--- config.mk ---
export PLATFORM = sky130hd
export DESIGN_NAME = msx_psg
export DESIGN_NICKNAME = d
export VERILOG_FILES = /design/src/rtl/msx_psg_pkg.sv /design/src/rtl/msx_psg_envelope.sv /design/src/rtl/msx_psg.sv
export SDC_FILE = /design/constraint.sdc
export NUM_CORES = 1
export LEC_CHECK = 0
export CELL_PAD_IN_SITES_DETAIL_PLACEMENT = 0
export CELL_PAD_IN_SITES_GLOBAL_PLACEMENT = 1
export CORE_MARGIN = 4
export CORE_UTILIZATION = 38
export CTS_BUF_LIST = sky130_fd_sc_hd__clkbuf_4 sky130_fd_sc_hd__clkbuf_8 sky130_fd_sc_hd__clkbuf_16
export DETAILED_ROUTE_END_ITERATION = 10
export GPL_ROUTABILITY_DRIVEN = 0
export HOLD_SLACK_MARGIN = 0.12
export PLACE_DENSITY = 0.64
export SLEW_MARGIN = 20
export SYNTH_ARGS = -nofsm -noshare
export SYNTH_HDL_FRONTEND = slang
export SYNTH_SLANG_ARGS = --single-unit
--- constraint.sdc ---
create_clock -name clk_i -period 2.89 [get_ports clk_i]
set_input_delay 0.4335 -clock clk_i [delete_from_list [all_inputs] [get_ports clk_i]]
set_output_delay 0.4335 -clock clk_i [all_outputs]
set_load 0.05 [all_outputs]
--- src/rtl/msx_psg_pkg.sv ---
// msx_psg_pkg -- shared constants for the MSX1 PSG (AY-3-8910 compatible).
// Holds register indices, per-register read/write masks, mixer and
// envelope-shape bit positions, the LFSR seed and the DAC transfer function.
// Optional build macro: PSG_LOG_DAC_EN selects the logarithmic DAC table,
// otherwise the DAC is linear (amp * 17).
package msx_psg_pkg;

    // Register indices
    localparam logic [3:0] R_TONE_A_F  = 4'd0;
    localparam logic [3:0] R_TONE_A_C  = 4'd1;
    localparam logic [3:0] R_TONE_B_F  = 4'd2;
    localparam logic [3:0] R_TONE_B_C  = 4'd3;
    localparam logic [3:0] R_TONE_C_F  = 4'd4;
    localparam logic [3:0] R_TONE_C_C  = 4'd5;
    localparam logic [3:0] R_NOISE     = 4'd6;
    localparam logic [3:0] R_MIXER     = 4'd7;
    localparam logic [3:0] R_VOL_A     = 4'd8;
    localparam logic [3:0] R_VOL_B     = 4'd9;
    localparam logic [3:0] R_VOL_C     = 4'd10;
    localparam logic [3:0] R_ENV_F     = 4'd11;
    localparam logic [3:0] R_ENV_C     = 4'd12;
    localparam logic [3:0] R_ENV_SHAPE = 4'd13;
    localparam logic [3:0] R_IOA       = 4'd14;
    localparam logic [3:0] R_IOB       = 4'd15;

    // Implemented bits per register, index 15 leftmost.
    localparam logic [15:0][7:0] REG_MASK = {
        8'hFF, 8'hFF, 8'h0F, 8'hFF, 8'hFF, 8'h1F, 8'h1F, 8'h1F,
        8'hFF, 8'h1F, 8'h0F, 8'hFF, 8'h0F, 8'hFF, 8'h0F, 8'hFF
    };

    // R7 bit positions: tone disable A/B/C at 0..2, noise disable at 3..5.
    localparam int MIX_TONE_A  = 0;
    localparam int MIX_NOISE_A = 3;
    localparam int MIX_IOB_OUT = 7;

    // Volume register: bit 4 selects the envelope as amplitude source.
    localparam int VOL_ENV_BIT = 4;

    // Envelope shape bits (R13).
    localparam int SHAPE_HOLD = 0;
    localparam int SHAPE_ALT  = 1;
    localparam int SHAPE_ATT  = 2;
    localparam int SHAPE_CONT = 3;

    localparam logic [16:0] LFSR_SEED = 17'h00001;

    // Roughly 3 dB per step, index 15 leftmost.
    localparam logic [15:0][7:0] LOG_DAC = {
        8'd255, 8'd181, 8'd128, 8'd90, 8'd64, 8'd45, 8'd32, 8'd23,
        8'd16,  8'd11,  8'd8,   8'd6,  8'd4,  8'd3,  8'd2,  8'd0
    };

    function automatic logic [7:0] dac(input logic [3:0] amp);
`ifdef PSG_LOG_DAC_EN
        return LOG_DAC[amp];
`else
        // amp * 17 == amp * 16 + amp
        return {amp, amp};
`endif
    endfunction

endpackage

--- src/rtl/msx_psg_envelope.sv ---
// msx_psg_envelope -- shared AY envelope generator.
// Ports:
//   clk, rst_n : clock, asynchronous active-low reset
//   tick       : prescaled advance strobe
//   period     : 16-bit envelope period {R12, R11}; 0 behaves as 1
//   shape      : R13 shape bits {CONT, ATT, ALT, HOLD}
//   restart    : pulse on an R13 write; restarts the ramp
//   level      : current 4-bit envelope level
import msx_psg_pkg::*;

module msx_psg_envelope (
    input  logic        clk,
    input  logic        rst_n,
    input  logic        tick,
    input  logic [15:0] period,
    input  logic [3:0]  shape,
    input  logic        restart,
    output logic [3:0]  level
);

    logic [15:0] cnt;
    logic [3:0]  step;
    logic        hold;
    logic        invert;   // ALT toggles this instead of rewriting shape
    logic        mute;     // CONT = 0 forces the level to zero after one ramp
    logic [15:0] per_eff;
    logic        att;

    assign per_eff = (period == 16'd0) ? 16'd1 : period;

    always_ff @(posedge clk or negedge rst_n) begin
        if (!rst_n) begin
            cnt    <= '0;
            step   <= '0;
            hold   <= 1'b0;
            invert <= 1'b0;
            mute   <= 1'b0;
        end else if (restart) begin
            cnt    <= '0;
            step   <= '0;
            hold   <= 1'b0;
            invert <= 1'b0;
            mute   <= 1'b0;
        end else if (tick && !hold) begin
            if ({1'b0, cnt} + 17'd1 >= {1'b0, per_eff}) begin
                cnt <= '0;
                if (step == 4'd15) begin
                    if (!shape[SHAPE_CONT]) begin
                        hold <= 1'b1;
                        mute <= 1'b1;
                    end else if (shape[SHAPE_HOLD]) begin
                        // Freeze on step 15; ALT flips to the opposite end.
                        hold <= 1'b1;
                        if (shape[SHAPE_ALT]) invert <= ~invert;
                    end else begin
                        step <= 4'd0;
                        if (shape[SHAPE_ALT]) invert <= ~invert;
                    end
                end else begin
                    step <= step + 4'd1;
                end
            end else begin
                cnt <= cnt + 16'd1;
            end
        end
    end

    // ATT is read live from R13 so a restart picks up the new shape at once.
    assign att   = shape[SHAPE_ATT] ^ invert;
    assign level = mute ? 4'd0 : (att ? step : ~step);

endmodule

--- src/rtl/msx_psg.sv ---
// msx_psg -- AY-3-8910 compatible PSG for the MSX1 core.
// Three tone channels, one noise LFSR, a shared envelope, GPIO port A input
// and port B output latch, and a registered unsigned mix of the channels.
// Ports:
//   clk_i, reset_n_i      : system clock, asynchronous active-low reset
//   ce_3m58_i             : 3.58 MHz clock enable; generators step every 16
//   cs_n_i, rd_n_i, wr_n_i: bus strobes from the I/O decoder / CPU
//   addr_i                : 0 latch, 1 data write, 2 data read, 3 ignored
//   d_i, d_o              : CPU write / read data (d_o = FFh when idle)
//   ioa_i, iob_o          : GPIO port A input, port B output
//   audio_o               : sum of the three channel levels
// Build macro: PSG_LOG_DAC_EN (logarithmic DAC; linear when undefined).
import msx_psg_pkg::*;

module msx_psg #(
    parameter int AUDIO_W = 10
) (
    input  logic               clk_i,
    input  logic               reset_n_i,
    input  logic               ce_3m58_i,
    input  logic               cs_n_i,
    input  logic               rd_n_i,
    input  logic               wr_n_i,
    input  logic [1:0]         addr_i,
    input  logic [7:0]         d_i,
    output logic [7:0]         d_o,
    input  logic [7:0]         ioa_i,
    output logic [7:0]         iob_o,
    output logic [AUDIO_W-1:0] audio_o
);

    function automatic logic [11:0] nz12(input logic [11:0] p);
        return (p == 12'd0) ? 12'd1 : p;
    endfunction

    logic [7:0]  regs [16];
    logic [3:0]  latch;
    logic        latch_ok;
    logic        strobe_n;
    logic        strobe_q;
    logic        wr_fire;
    logic        env_restart;

    // ---------------- bus writes: one action per strobe falling edge
    assign strobe_n    = cs_n_i | wr_n_i;
    assign wr_fire     = strobe_q & ~strobe_n;
    assign env_restart = wr_fire && (addr_i == 2'd1) && latch_ok
                         && (latch == R_ENV_SHAPE);

    always_ff @(posedge clk_i or negedge reset_n_i) begin
        if (!reset_n_i) begin
            strobe_q <= 1'b1;
            latch    <= '0;
            latch_ok <= 1'b1;
            for (int i = 0; i < 16; i++) regs[i] <= '0;
        end else begin
            strobe_q <= strobe_n;
            if (wr_fire) begin
                case (addr_i)
                    2'd0: begin
                        latch    <= d_i[3:0];
                        latch_ok <= (d_i[7:4] == 4'd0);
                    end
                    2'd1: if (latch_ok) regs[latch] <= d_i & REG_MASK[latch];
                    default: ;
                endcase
            end
        end
    end

    // ---------------- bus reads (combinational)
    always_comb begin
        d_o = 8'hFF;
        if (!cs_n_i && !rd_n_i && addr_i == 2'd2 && latch_ok) begin
            d_o = (latch == R_IOA) ? ioa_i : (regs[latch] & REG_MASK[latch]);
        end
    end

    assign iob_o = regs[R_MIXER][MIX_IOB_OUT] ? regs[R_IOB] : 8'h00;

    // ---------------- prescaler: tick on every 16th enable
    logic [3:0] pre;
    logic       tick;

    assign tick = ce_3m58_i && (pre == 4'hF);

    always_ff @(posedge clk_i or negedge reset_n_i) begin
        if (!reset_n_i)     pre <= '0;
        else if (ce_3m58_i) pre <= pre + 4'd1;
    end

    // ---------------- tone channels
    logic [11:0] tone_per [3];
    logic [11:0] tone_cnt [3];
    logic [2:0]  tone_out;

    always_comb begin
        tone_per[0] = nz12({regs[R_TONE_A_C][3:0], regs[R_TONE_A_F]});
        tone_per[1] = nz12({regs[R_TONE_B_C][3:0], regs[R_TONE_B_F]});
        tone_per[2] = nz12({regs[R_TONE_C_C][3:0], regs[R_TONE_C_F]});
    end

    // The >= compare makes a period shrunk below the running count
    // expire on the very next tick instead of wrapping through 4095.
    always_ff @(posedge clk_i or negedge reset_n_i) begin
        if (!reset_n_i) begin
            for (int ch = 0; ch < 3; ch++) tone_cnt[ch] <= '0;
            tone_out <= '0;
        end else if (tick) begin
            for (int ch = 0; ch < 3; ch++) begin
                if ({1'b0, tone_cnt[ch]} + 13'd1 >= {1'b0, tone_per[ch]}) begin
                    tone_cnt[ch] <= '0;
                    tone_out[ch] <= ~tone_out[ch];
                end else begin
                    tone_cnt[ch] <= tone_cnt[ch] + 12'd1;
                end
            end
        end
    end

    // ---------------- noise: half-rate counter driving a 17-bit LFSR
    logic        noise_half;
    logic [4:0]  noise_cnt;
    logic [4:0]  noise_per;
    logic [16:0] lfsr;
    logic        noise;

    assign noise_per = (regs[R_NOISE][4:0] == 5'd0) ? 5'd1 : regs[R_NOISE][4:0];
    assign noise     = lfsr[0];

    always_ff @(posedge clk_i or negedge reset_n_i) begin
        if (!reset_n_i) begin
            noise_half <= 1'b0;
            noise_cnt  <= '0;
            lfsr       <= LFSR_SEED;
        end else if (tick) begin
            noise_half <= ~noise_half;
            if (noise_half) begin
                if ({1'b0, noise_cnt} + 6'd1 >= {1'b0, noise_per}) begin
                    noise_cnt <= '0;
                    lfsr      <= {lfsr[0] ^ lfsr[3], lfsr[16:1]};
                end else begin
                    noise_cnt <= noise_cnt + 5'd1;
                end
            end
        end
    end

    // ---------------- envelope
    logic [3:0] env_level;

    msx_psg_envelope u_envelope (
        .clk     (clk_i),
        .rst_n   (reset_n_i),
        .tick    (tick),
        .period  ({regs[R_ENV_C], regs[R_ENV_F]}),
        .shape   (regs[R_ENV_SHAPE][3:0]),
        .restart (env_restart),
        .level   (env_level)
    );

    // ---------------- mixer and DAC
    logic [4:0] vol [3];
    logic [3:0] amp [3];
    logic [7:0] lvl [3];

    always_comb begin
        vol[0] = regs[R_VOL_A][4:0];
        vol[1] = regs[R_VOL_B][4:0];
        vol[2] = regs[R_VOL_C][4:0];
        for (int ch = 0; ch < 3; ch++) begin
            amp[ch] = vol[ch][VOL_ENV_BIT] ? env_level : vol[ch][3:0];
            // A disabled source reads as 1, so both disabled gives DC.
            lvl[ch] = ((tone_out[ch] | regs[R_MIXER][MIX_TONE_A + ch]) &
                       (noise | regs[R_MIXER][MIX_NOISE_A + ch]))
                      ? dac(amp[ch]) : 8'd0;
        end
    end

    always_ff @(posedge clk_i or negedge reset_n_i) begin
        if (!reset_n_i) audio_o <= '0;
        else            audio_o <= AUDIO_W'(lvl[0]) + AUDIO_W'(lvl[1]) + AUDIO_W'(lvl[2]);
    end

endmodule

## Word level (Yosys, flattened, before mapping)

Memory sizes are Yosys's and may differ from the RTL's.
Cells that the tools add are included.
W data, S select, Z words.

- Bits in registers: 233
- Memory bits (read-only): 128
- Input bits: 24
- Output and inout port bits: 26
- Logic and storage cells: 179
- Memories: 1

- Add/sub/neg operators: 14
- Magnitude comparators: 8
- Equal/unequal tests: 10
- Multiplexer cells: 53
- Bitwise operators: 23
- Reduce and logical (&&, ||, !) cells: 35

Memories:

| memory | depth | width | rd ports | clocked after Yosys merged registers in | wr ports | RTL line | source |
|---|---|---|---|---|---|---|---|
| (name not given) | 16 | 8 | 1 | 0 | 0 | msx_psg.sv:75 | `d_o = (latch == R_IOA) ? ioa_i : (regs[latch] & REG_MASK[latch]);` |

Operators with widths:

| operator | count |
|---|---|
| $bwmux W128 | 1 |
| $mux W8 | 10 |
| $mux W12 | 6 |
| $mux W16 | 4 |
| $mux W4 | 11 |
| $add A12 B1 Y13 const B | 3 |
| $ge A13 B12 Y1 | 3 |
| $add A12 B1 Y12 const B | 3 |
| $logic_not A12 Y1 | 3 |
| $bmux W8 S4 | 1 |
| $demux W8 S4 | 1 |
| $add A16 B1 Y17 const B | 1 |
| $ge A17 B16 Y1 | 1 |
| $mux W1 | 17 |
| $add A16 B1 Y16 const B | 1 |
| $and A8 B8 Y8 | 2 |
| $eq A4 B4 Y1 const B | 4 |
| $logic_not A16 Y1 | 1 |
| $reduce_and A4 Y1 | 3 |
| $add A9 B8 Y10 | 1 |
| $mux W5 | 2 |
| $reduce_and A2 Y1 | 5 |
| $reduce_bool A2 Y1 | 5 |
| $add A8 B8 Y9 | 1 |
| 25 further kinds | 53 |

## Logic depth before layout (Yosys ltp)

Gate-level depths: netlist of run 1.

- Word-level depth: 8
- Depth in mapped cells: 15
- Depth with buffers taken out: 14

## Hierarchy

From an unflattened synthesis of run 1, not the netlist that was laid out.

- Cells, all modules: 1309
- Area total of the unflattened synthesis: 13519.2 µm²

Modules (own cells, without submodules):

| module | times used | cells each | area an instance (µm²) | seq. area each (µm²) |
|---|---|---|---|---|
| msx_psg | 1 | 1076 | 11582.4 | 5258.8 |
| msx_psg_envelope | 1 | 233 | 1936.9 | 575.6 |

## Worst setup path before layout of run 1

Ideal clock, no wire load.

- Path type: register to output
- From: reg latch[0]
- To: out d_o[0]
- Arrival: 2.670 ns
- Required time: 2.457 ns
- Path slack: -0.214 ns
- Cell stages (with the launch flop): 7
- Path buffers: 2
- Path through: dfrtp_1 -> clkbuf_1 -> buf_1 -> mux4_2 -> mux4_2 -> nand2_1 -> nand3_1

- Cells in the longest elaborated chain, start to end: 7
- Elaborated cells on any way between the ends: 10
- Those cells by class: eq/ne (1); mux (6); bitwise (2); memory (1)

RTL lines:

| item | RTL line | source |
|---|---|---|
| start, declared | msx_psg.sv:37 | `logic [3:0] latch;` |
| start signal, assigned | msx_psg.sv:61 | `latch <= d_i[3:0];` |
| $not A4 Y5 (not written as such) | msx_psg.sv:75 |  |
| $bmux W8 S4 | msx_psg.sv:75 |  |
| $mux W8 (not written as such) (2 in a row) | msx_psg.sv:75 |  |
| $and A8 B8 Y8 | msx_psg.sv:75 |  |
| $mux W8 * | msx_psg.sv:75 |  |
| $mux W8 * | msx_psg.sv:74 | `if (!cs_n_i && !rd_n_i && addr_i == 2'd2 && latch_ok) begin` |
| end, declared | msx_psg.sv:26 | `output logic [7:0] d_o,` |

Every way passes the cells marked *; elsewhere a longest branch is shown, timed or not. The select of a mux whose other input is x is not followed.

## Worst setup path after layout of run 1

- From: reg latch[0]
- To: out d_o[4]

Same word-level chain as after synthesis.

==> results of run 1 <==
[state kept, by name, indices dropped and copies added (netlist names), 5 cells and up]
register        count
audio_o            10
lfsr               17
noise_cnt           5
regs              128
tone_cnt           36
u_envelope.cnt     16
[critical path, delay by kind of cell, from the launching register on]
kind,cells,cell delay (ns)
buffers and inverters,3,0.41
flip-flops,1,0.41
multiplexers,2,1.07
AND/OR/NAND/NOR,2,0.24
[layer usage]
metal  vias up  GRT usage, %
met3        40          2.40
li1       4986             -
met1      5222          29.7
met2       183          31.0
met4         0          4.29
met5         -             0
[final cells by class]
class                           count  area share, %
Clock buffer                       36           4.64
Clock inverter                     16           1.04
Inverter                           80           1.71
Multi-Input combinational cell    917           43.8
Sequential cell                   233           33.2
Tap cell                          455           3.24
Timing Repair Buffer              233           12.4
[synth_stat cells (7+ instances only)]
| master | n |
|---|---|
| dfrtp_1 | 230 |
| nand2_1 | 184 |
| o21ai_0 | 119 |
| mux2_2 | 95 |
| inv_1 | 80 |
| ha_1 | 73 |
| nor2_1 | 54 |
| clkbuf_1 | 49 |
| nand3_1 | 42 |
| mux4_2 | 40 |
| xnor2_1 | 40 |
| a21oi_1 | 26 |
| xor2_1 | 26 |
| a22o_1 | 20 |
| nor2b_1 | 20 |
| nor4_1 | 19 |
| and3_1 | 17 |
| nor3_1 | 16 |
| and2_1 | 15 |
| nand4_1 | 15 |
| buf_2 | 9 |
| a21o_1 | 8 |
| a31oi_1 | 8 |
| buf_1 | 7 |
| o22ai_1 | 7 |
[cells by family (layout without fill, tap and decap cells)]
kind of cell,count (synthesis),after routing
muxes,141,141
and+or+nand+nor,399,400
xor gates and xnor gates,66,66
DFF,233,233
buffers and inverters,146,365
adders and majority gates,78,78
AOI/OAI and AO/OA,232,232
[worst paths after layout]
check,slack (ns),cells after the start,endpoint
setup / recovery,-0.24,7,d_o[4]
hold / removal,0.47,2,tone_cnt[31]
setup reg to reg,-0.17,9,u_envelope.step[2]
hold reg to reg,0.48,2,regs[100]
max in group asynchronous,1.56,3,strobe_q
min in group clk_i,0.48,2,regs[100]
[power by group]
part	internal, mW	leakage, nW	total (mW)	switching [mW]
Clock	2.28	0.495	3.78	1.50
Combinational	1.29	4.36	2.72	1.43
Sequential	3.44	3.16	3.65	0.213
[metrics by stage]
stage | worst slack, ns | TNS [ns] | hold slack, ns
2_1_floorplan | -0.0547 | -0.0547 | 0.138
5_1_grt | -0.311 | -6.51 | 0.503
6_report | -0.235 | -3.00 | 0.470
3_3_place_gp | -0.200 | -4.77 | 0.456
4_1_cts | -0.271 | -2.70 | 0.478
3_5_place_dp | -0.197 | -5.99 | 0.464
[what timing repair did]
item | CTS | global route
hold buffers | 1 | 0
pin swaps | 36 | 73
endpoints found under the setup margin | 63 | 76
cloned | 2 | 2
setup buffers | 17 | 19
endpoints found under the hold margin | 71 | 0
gates resized for setup | 76 | 115
==> summary by stage, run 1 <==
Placement
The port buffer count is 49. The post-place instance area is 0.0154 mm2. The detailed placement HPWL is 27.2 mm.

Counting tap cells, the placed design contains a total of 1880 instances.

Die
The number of placement rows is 68. The die width is 195 um. The floorplan die area is 0.0380 mm2. The I/O pin count is 50. The height of the chip is 195 um. The floorplan step defined a core boundary enclosing 0.0345 mm2. Once the floorplan was initialized, standard cells occupied 38.5% of the core.

STA
The shortest clock period the worst path allows after layout is 3.13 ns. For the final database, setup skew stands at 0.0166 ns. The setup slack of the critical path after layout is -0.235 ns. Measured against its own limit, the worst slew margin works out to 44.5%. The number of pins with negative max-slew slack in the final report is 0. For the pin with the worst max-slew slack, the measured transition is 0.829 ns. The number of failing hold endpoints at the final stage is 0.

Based on the critical path, the design can be clocked at up to 320 MHz. The fraction of the cycle the final worst path needs is 108%. The number of setup violations in the final report is 26.

Setup repair after global routing could not meet its margin everywhere.

Cells and area
The multi-input combinational cells in the finished layout cover a total of 0.00770 mm2. In the final layout, the share of cells above drive strength 1 is 33.9%. The final non-filler cell total is 1970. In the layout the commonest cells are dfrtp_1 (228), nand2_1 (172), buf_4 (153), mux2_2 (95), o21ai_0 (95). Leaving out fill and tap cells, the most frequent cell in the layout is dfrtp_1.

The utilization after layout is 50.9%. The number of antenna diodes in the final layout is 0. After filler insertion, the fill cell instance count of the layout stands at 3211. The area growth from synthesis to layout is 32.3%. The sequential cell area is 0.00584 mm2.

After routing the design area is 0.0176 mm2. At the end of the flow, the number of nets in the layout was 1595.

Critical path
The kind of critical path is flop to output port. For the worst setup path, the data arrival time is 2.69 ns. The kind of start point of the critical path is a flop. For the worst setup path, the data required time is 2.46 ns.

STA classifies the critical path endpoint as an output port. Along the worst path, the maximum fanout reaches 5. In this run the worst setup path begins at latch[0]. For this run, the slowest stage of the critical path takes 0.56 ns.

The critical path goes through buf_12, buf_8, mux4_2, mux4_2, nand3_2, nand3_2, buf_12. The startpoint identified for the worst register-to-register timing path is u_envelope.cnt[3]. The worst-path cell with the longest stage delay is mux4_2.

Clocking
Clock tree synthesis found a total of 233 sinks. The number of buffers inserted during clock tree synthesis is 28. The maximum level of the CTS H-tree is 1. The root cell of the clock tree is clkbuf_16.

The CTS tree is done. The clock input transition at the sequential cells of the worst setup and hold paths is 0.07 ns. In this run the deepest clock path goes through 3 buffers. Clock latency on the worst-skew pair, taken at its later pin, is 0.55 ns.

Global routing
The total overflow left after global routing is 0. The initial antenna violation count was 0. The via count of the first global-routing pass came to 10500. The first global-routing pass estimated 60.7 mm of wire. The pin count of the biggest net entering global routing is 80. Global routing used 19.8% of the available tracks.

Power and ir drop
Dividing total power by cell area gives a power density of 577 mW/mm2. The leakage power summed over all cells is 8.01 nW. The worst-case IR drop observed on VDD is 0.487 mV. Summing internal, switching and leakage power gives 10.2 mW.

Synth
Synthesis handed over a netlist of 1295 instances. When the netlist entered floorplanning its net count stood at 1397. The largest total area in the synthesized netlist belongs to dfrtp_1.

The most used flip-flop cell after synthesis is dfrtp_1. The fraction of the mapped netlist area in adder cells is 7.62%. Summing the areas of all compound-gate instances in the mapped netlist gives 10.7% of the synthesized area. The synthesized design contains 233 register bits.

The number of warnings printed during yosys synthesis is 0. The mux contribution to synthesized area is 15.3%. After synthesis the cells add up to 0.0133 mm2. The post-synthesis xor/xnor area fraction is 4.35%. The sequential-to-total area share from yosys stat is 43.9%. The main combinational cell family by area after synthesis is multiplexers. The synthesized design contains 0 enable-type register cells.

Yosys mapped the design onto 57 distinct sky130hd cell types. Summing the areas of all and, or, nand and nor instances in the mapped netlist gives 13.9% of the synthesized area. By area the synthesized netlist is led by dfrtp_1 (43%), mux2_2 (8.0%), ha_1 (6.9%), mux4_2 (6.8%), nand2_1 (5.2%). The proportion of synthesized flip-flops having asynchronous set or reset is 100%. The top cell type's share of synthesized area is 43.3%. The mean instance size in the synthesized netlist is 10.3 um2.

Detailed routing
The first-iteration detailed-routing DRC count is 629. After detailed routing, the met3 layer carries 1.39 mm of wire. The uppermost metal layer occupied by signal nets is met4. In the routed design, unresolved DRC markers number 0. The number of iterations in the first detailed-routing pass is 5. The detailed route wirelength on metal2 is 17.8 mm. The detailed router placed 10400 vias in this run. The number of nets with antenna violations after routing is 0.

After detailed routing, the wire length on met1 is 18.4 mm. Dividing the detail-routed wire length by the instance count gives 19.4 um. The average via count per standard cell is 5.29. After detailed routing, the total wire length is 38.3 mm.

Min path
In this run the worst hold path is classified as primary input to asynchronous set/reset pin.

Run status
The run finished, with violations left. The final reports fail on setup timing.

Flow run
The number of maximum-capacitance constraint violations is 0.
No activity file was read; power rests on OpenSTA's default activity.
==> run 2: changes to the inputs <==
--- a/config.mk
+++ b/config.mk
@@ -5,6 +5,7 @@
 export SDC_FILE = /design/constraint.sdc
 export NUM_CORES = 1
 export LEC_CHECK = 0
+export CAP_MARGIN = 0
 export CELL_PAD_IN_SITES_DETAIL_PLACEMENT = 0
 export CELL_PAD_IN_SITES_GLOBAL_PLACEMENT = 1
 export CORE_MARGIN = 4
@@ -14,6 +15,7 @@
 export GPL_ROUTABILITY_DRIVEN = 0
 export HOLD_SLACK_MARGIN = 0.12
 export PLACE_DENSITY = 0.64
+export SKIP_CTS_REPAIR_TIMING = 1
 export SLEW_MARGIN = 20
 export SYNTH_ARGS = -nofsm -noshare
 export SYNTH_HDL_FRONTEND = slang
==> summary by stage, run 2 (synthesis results as in run 1) <==
Critical path
The largest incremental delay on the critical path is 0.54 ns (-0.02 ns). Among the stages of the critical path, the cell type that occurs most often is mux4_2. The kind of start point of the critical path is a flop.

The data arrival time of the worst path is 2.70 ns (about the same). In this run the critical register-to-register path is captured at u_envelope.invert. The number of cells on the worst reg-to-reg path was 12 (+3). The kind of cell with the highest combined delay along the critical path is multiplexers.

The worst endpoint required time came to 2.46 ns (about the same). The setup path with the least slack is of type flop to output port. The worst register-to-register path begins at u_envelope.cnt[1]. Traced cell by cell, the critical path runs through buf_6, mux4_2, mux4_2, a22oi_2, nand2_2, buf_12. STA classifies the critical path endpoint as an output port. The sum of buffers and inverters on the critical path came to 2 (-1).

The flop-to-flop setup slack came to -0.18 ns (about the same). The largest fanout on the critical path was 6 (+1). Among all stages on the critical path, the largest delay is contributed by mux4_2.

Clocking
The number of buffers inserted during clock tree synthesis is 28 (unchanged). The tree is rooted in a clkbuf_16. The CTS tree is done.

The sink count of the clock tree is 233 (unchanged). The clock latency on the worst-skew pair came to 0.55 ns (about the same). The maximum buffer depth of the clock tree is 3 (unchanged). The clock input transition at the sequential cells of the worst setup and hold paths is 0.07 ns (about the same). The maximum level of the CTS H-tree is 1 (unchanged).

STA
The number of failing hold endpoints at the final stage was 0 (unchanged). The final setup skew is 0.0157 ns (-0.000904 ns). The number of setup violations in the final report is 30 (+15%). The number of pins with negative max-slew slack in the final report is 0 (unchanged).

The worst-margin pin slew is 0.840 ns (+0.0110 ns). The setup slack of the critical path after layout came to -0.241 ns (-0.00570 ns). The maximum achievable frequency is 319 MHz (-0.18%). The shortest clock period the worst path allows after layout came to 3.13 ns (+0.00570 ns). The fraction of the cycle the final worst path needs was 108% (+0.20 points). Setup repair after global routing could not meet its margin everywhere. The final-layout setup total negative slack is -3.99 ns (-0.995 ns). The headroom to the max-slew limit is 43.8% (-0.74 points).

Detailed routing
The met3 routed wirelength is 1.42 mm (+2.5%). The average via count per standard cell is 5.27 (-0.56%). The detailed route wirelength on metal2 came to 17.6 mm (-1.2%). The number of nets with antenna violations after routing is 0 (unchanged). The met1 layer wirelength in the final routing is 18.3 mm (-0.20%).

The total number of vias came to 10400 (-0.76%). The uppermost metal layer occupied by signal nets is met4. The mean routed wirelength per cell was 19.3 um (-0.49%). The total wire length after detailed routing is 38.0 mm (-0.69%). The remaining routing DRC violations is 0 (unchanged).

The number of iterations in the first detailed-routing pass is 5 (unchanged). The first-iteration detailed-routing DRC count is 560 (-11%).

Global routing
The pin count of the biggest net entering global routing was 80 (unchanged). The initial antenna violation count was 0 (unchanged). The residual overflow from global routing was 0 (unchanged). The total track usage was 19.4% (-0.40 points).

The global-route wire length before repair was 59.4 mm (-2.0%). The via count of the first global-routing pass is 10300 (-2.3%).

Min path
The worst hold path belongs to the class primary input to asynchronous set/reset pin.

Cells and area
The synthesis-to-layout area growth is 31.4%. Leaving out fill and tap cells, the most frequent cells in the layout are dfrtp_1 (228), nand2_1 (171), buf_4 (149), o21ai_0 (96), mux2_2 (95). The leading cell type in the layout, fill and taps excluded is dfrtp_1. The largest registers in the layout are regs (128), tone_cnt (36), lfsr (17). The number of nets in the layout is 1591 (-0.25%). The final cell area excluding filler cells is 0.0175 mm2 (-0.70%). The number of fillers in the final layout is 3227 (+0.50%). The most flop-heavy register is regs. The fraction of final layout cells sized beyond drive strength 1 is 33.7% (-0.24 points). The flip-flop count of the largest register, all copies and words added is 128 (unchanged). The number of diodes added for antenna fixing is 0 (unchanged).

Run status
The flow ran to the end, but the final reports show violations. The final reports fail on setup timing.

Power and ir drop
The power density of the placed cells is 577 mW/mm2 (about the same). The leakage power summed over all cells was 7.96 nW (-0.63%). The overall power consumption was 10.1 mW (-0.77%). The maximum resistive drop on vdd came to 0.485 mV (-0.41%).

Die
The height of the chip is 195 um (unchanged). The number of placement rows is 68 (unchanged). The total core area is 0.0345 mm2 (unchanged). The I/O pin count is 50 (unchanged). The effective utilization at floorplan was 38.5% (unchanged). The floorplan die area is 0.0380 mm2 (unchanged). The die width was 195 um (unchanged).

Placement
The detailed placement HPWL is 27.2 mm (unchanged). The post-place instance area is 0.0154 mm2 (unchanged). The port buffer count is 49 (unchanged).

Flow run
The number of maximum-capacitance constraint violations is 0 (unchanged).
-- run 2: where the power goes --
part	total [mW]	internal, mW	leakage [nW]	switching, mW
logic	2.64	1.23	4.31	1.41
registers	3.65	3.44	3.16	0.216
clock network	3.78	2.28	0.495	1.50
total	10.1	6.95	7.96	3.12
-- run 2: per-layer routing --
metal	track usage, %	vias up
li1	-	4972
met1	29.2	5170
met2	30.0	172
met3	2.55	38
met4	4.27	0
met5	0	-
-- run 2: layout make-up --
class	count	area, um2	area share (%)
multi-input cells	918	7650	43.8
flip-flops and latches	233	5840	33.4
repair buffers	228	2110	12.1
clock buffers	36	816	4.67
well taps	455	569	3.26
inverters	80	300	1.72
clock inverters	16	183	1.05
-- run 2: worst reg2reg max path, delay by kind of cell, from the launching register on --
family                     cells  cell delay [ns]
and+or+nand+nor                4             0.90
buffers and inverters          2             0.30
xor gates and xnor gates       1             0.14
adders and majority gates      2             0.46
DFF                            1             0.39
AOI/OAI and AO/OA              3             0.74
-- run 2: stage by stage --
stage,setup WS [ns],hold WS (ns),util [%],std cells
after global placement,-0.200,0.456,44.7,1880
after floorplan,-0.0547,0.138,-,1295
after detailed placement,-0.197,0.464,44.7,1880
after global routing,-0.337,0.503,50.6,1966
after CTS,-0.472,-0.115,47.6,1932
final,-0.241,0.465,50.6,1966
-- run 2: worst max-delay path by stage --
stage,startpoint,slack [ns],cells after the start,endpoint
final,latch[0],-0.24,6,d_o[5]
after global placement,u_envelope.cnt[1],-0.20,12,u_envelope.invert
after floorplan,u_envelope.cnt[0],-0.05,11,u_envelope.step[2]
after CTS,latch[0],-0.47,6,d_o[7]
after global routing,latch[0],-0.34,6,d_o[5]
after detailed placement,u_envelope.cnt[1],-0.20,12,u_envelope.step[0]
==> run 3: changes to the inputs <==
--- a/config.mk
+++ b/config.mk
@@ -5,7 +5,6 @@
 export SDC_FILE = /design/constraint.sdc
 export NUM_CORES = 1
 export LEC_CHECK = 0
-export CAP_MARGIN = 0
 export CELL_PAD_IN_SITES_DETAIL_PLACEMENT = 0
 export CELL_PAD_IN_SITES_GLOBAL_PLACEMENT = 1
 export CORE_MARGIN = 4
==> results of run 3 <==
Same layout as run 2: the final DEF is identical, and so are final timing and power.
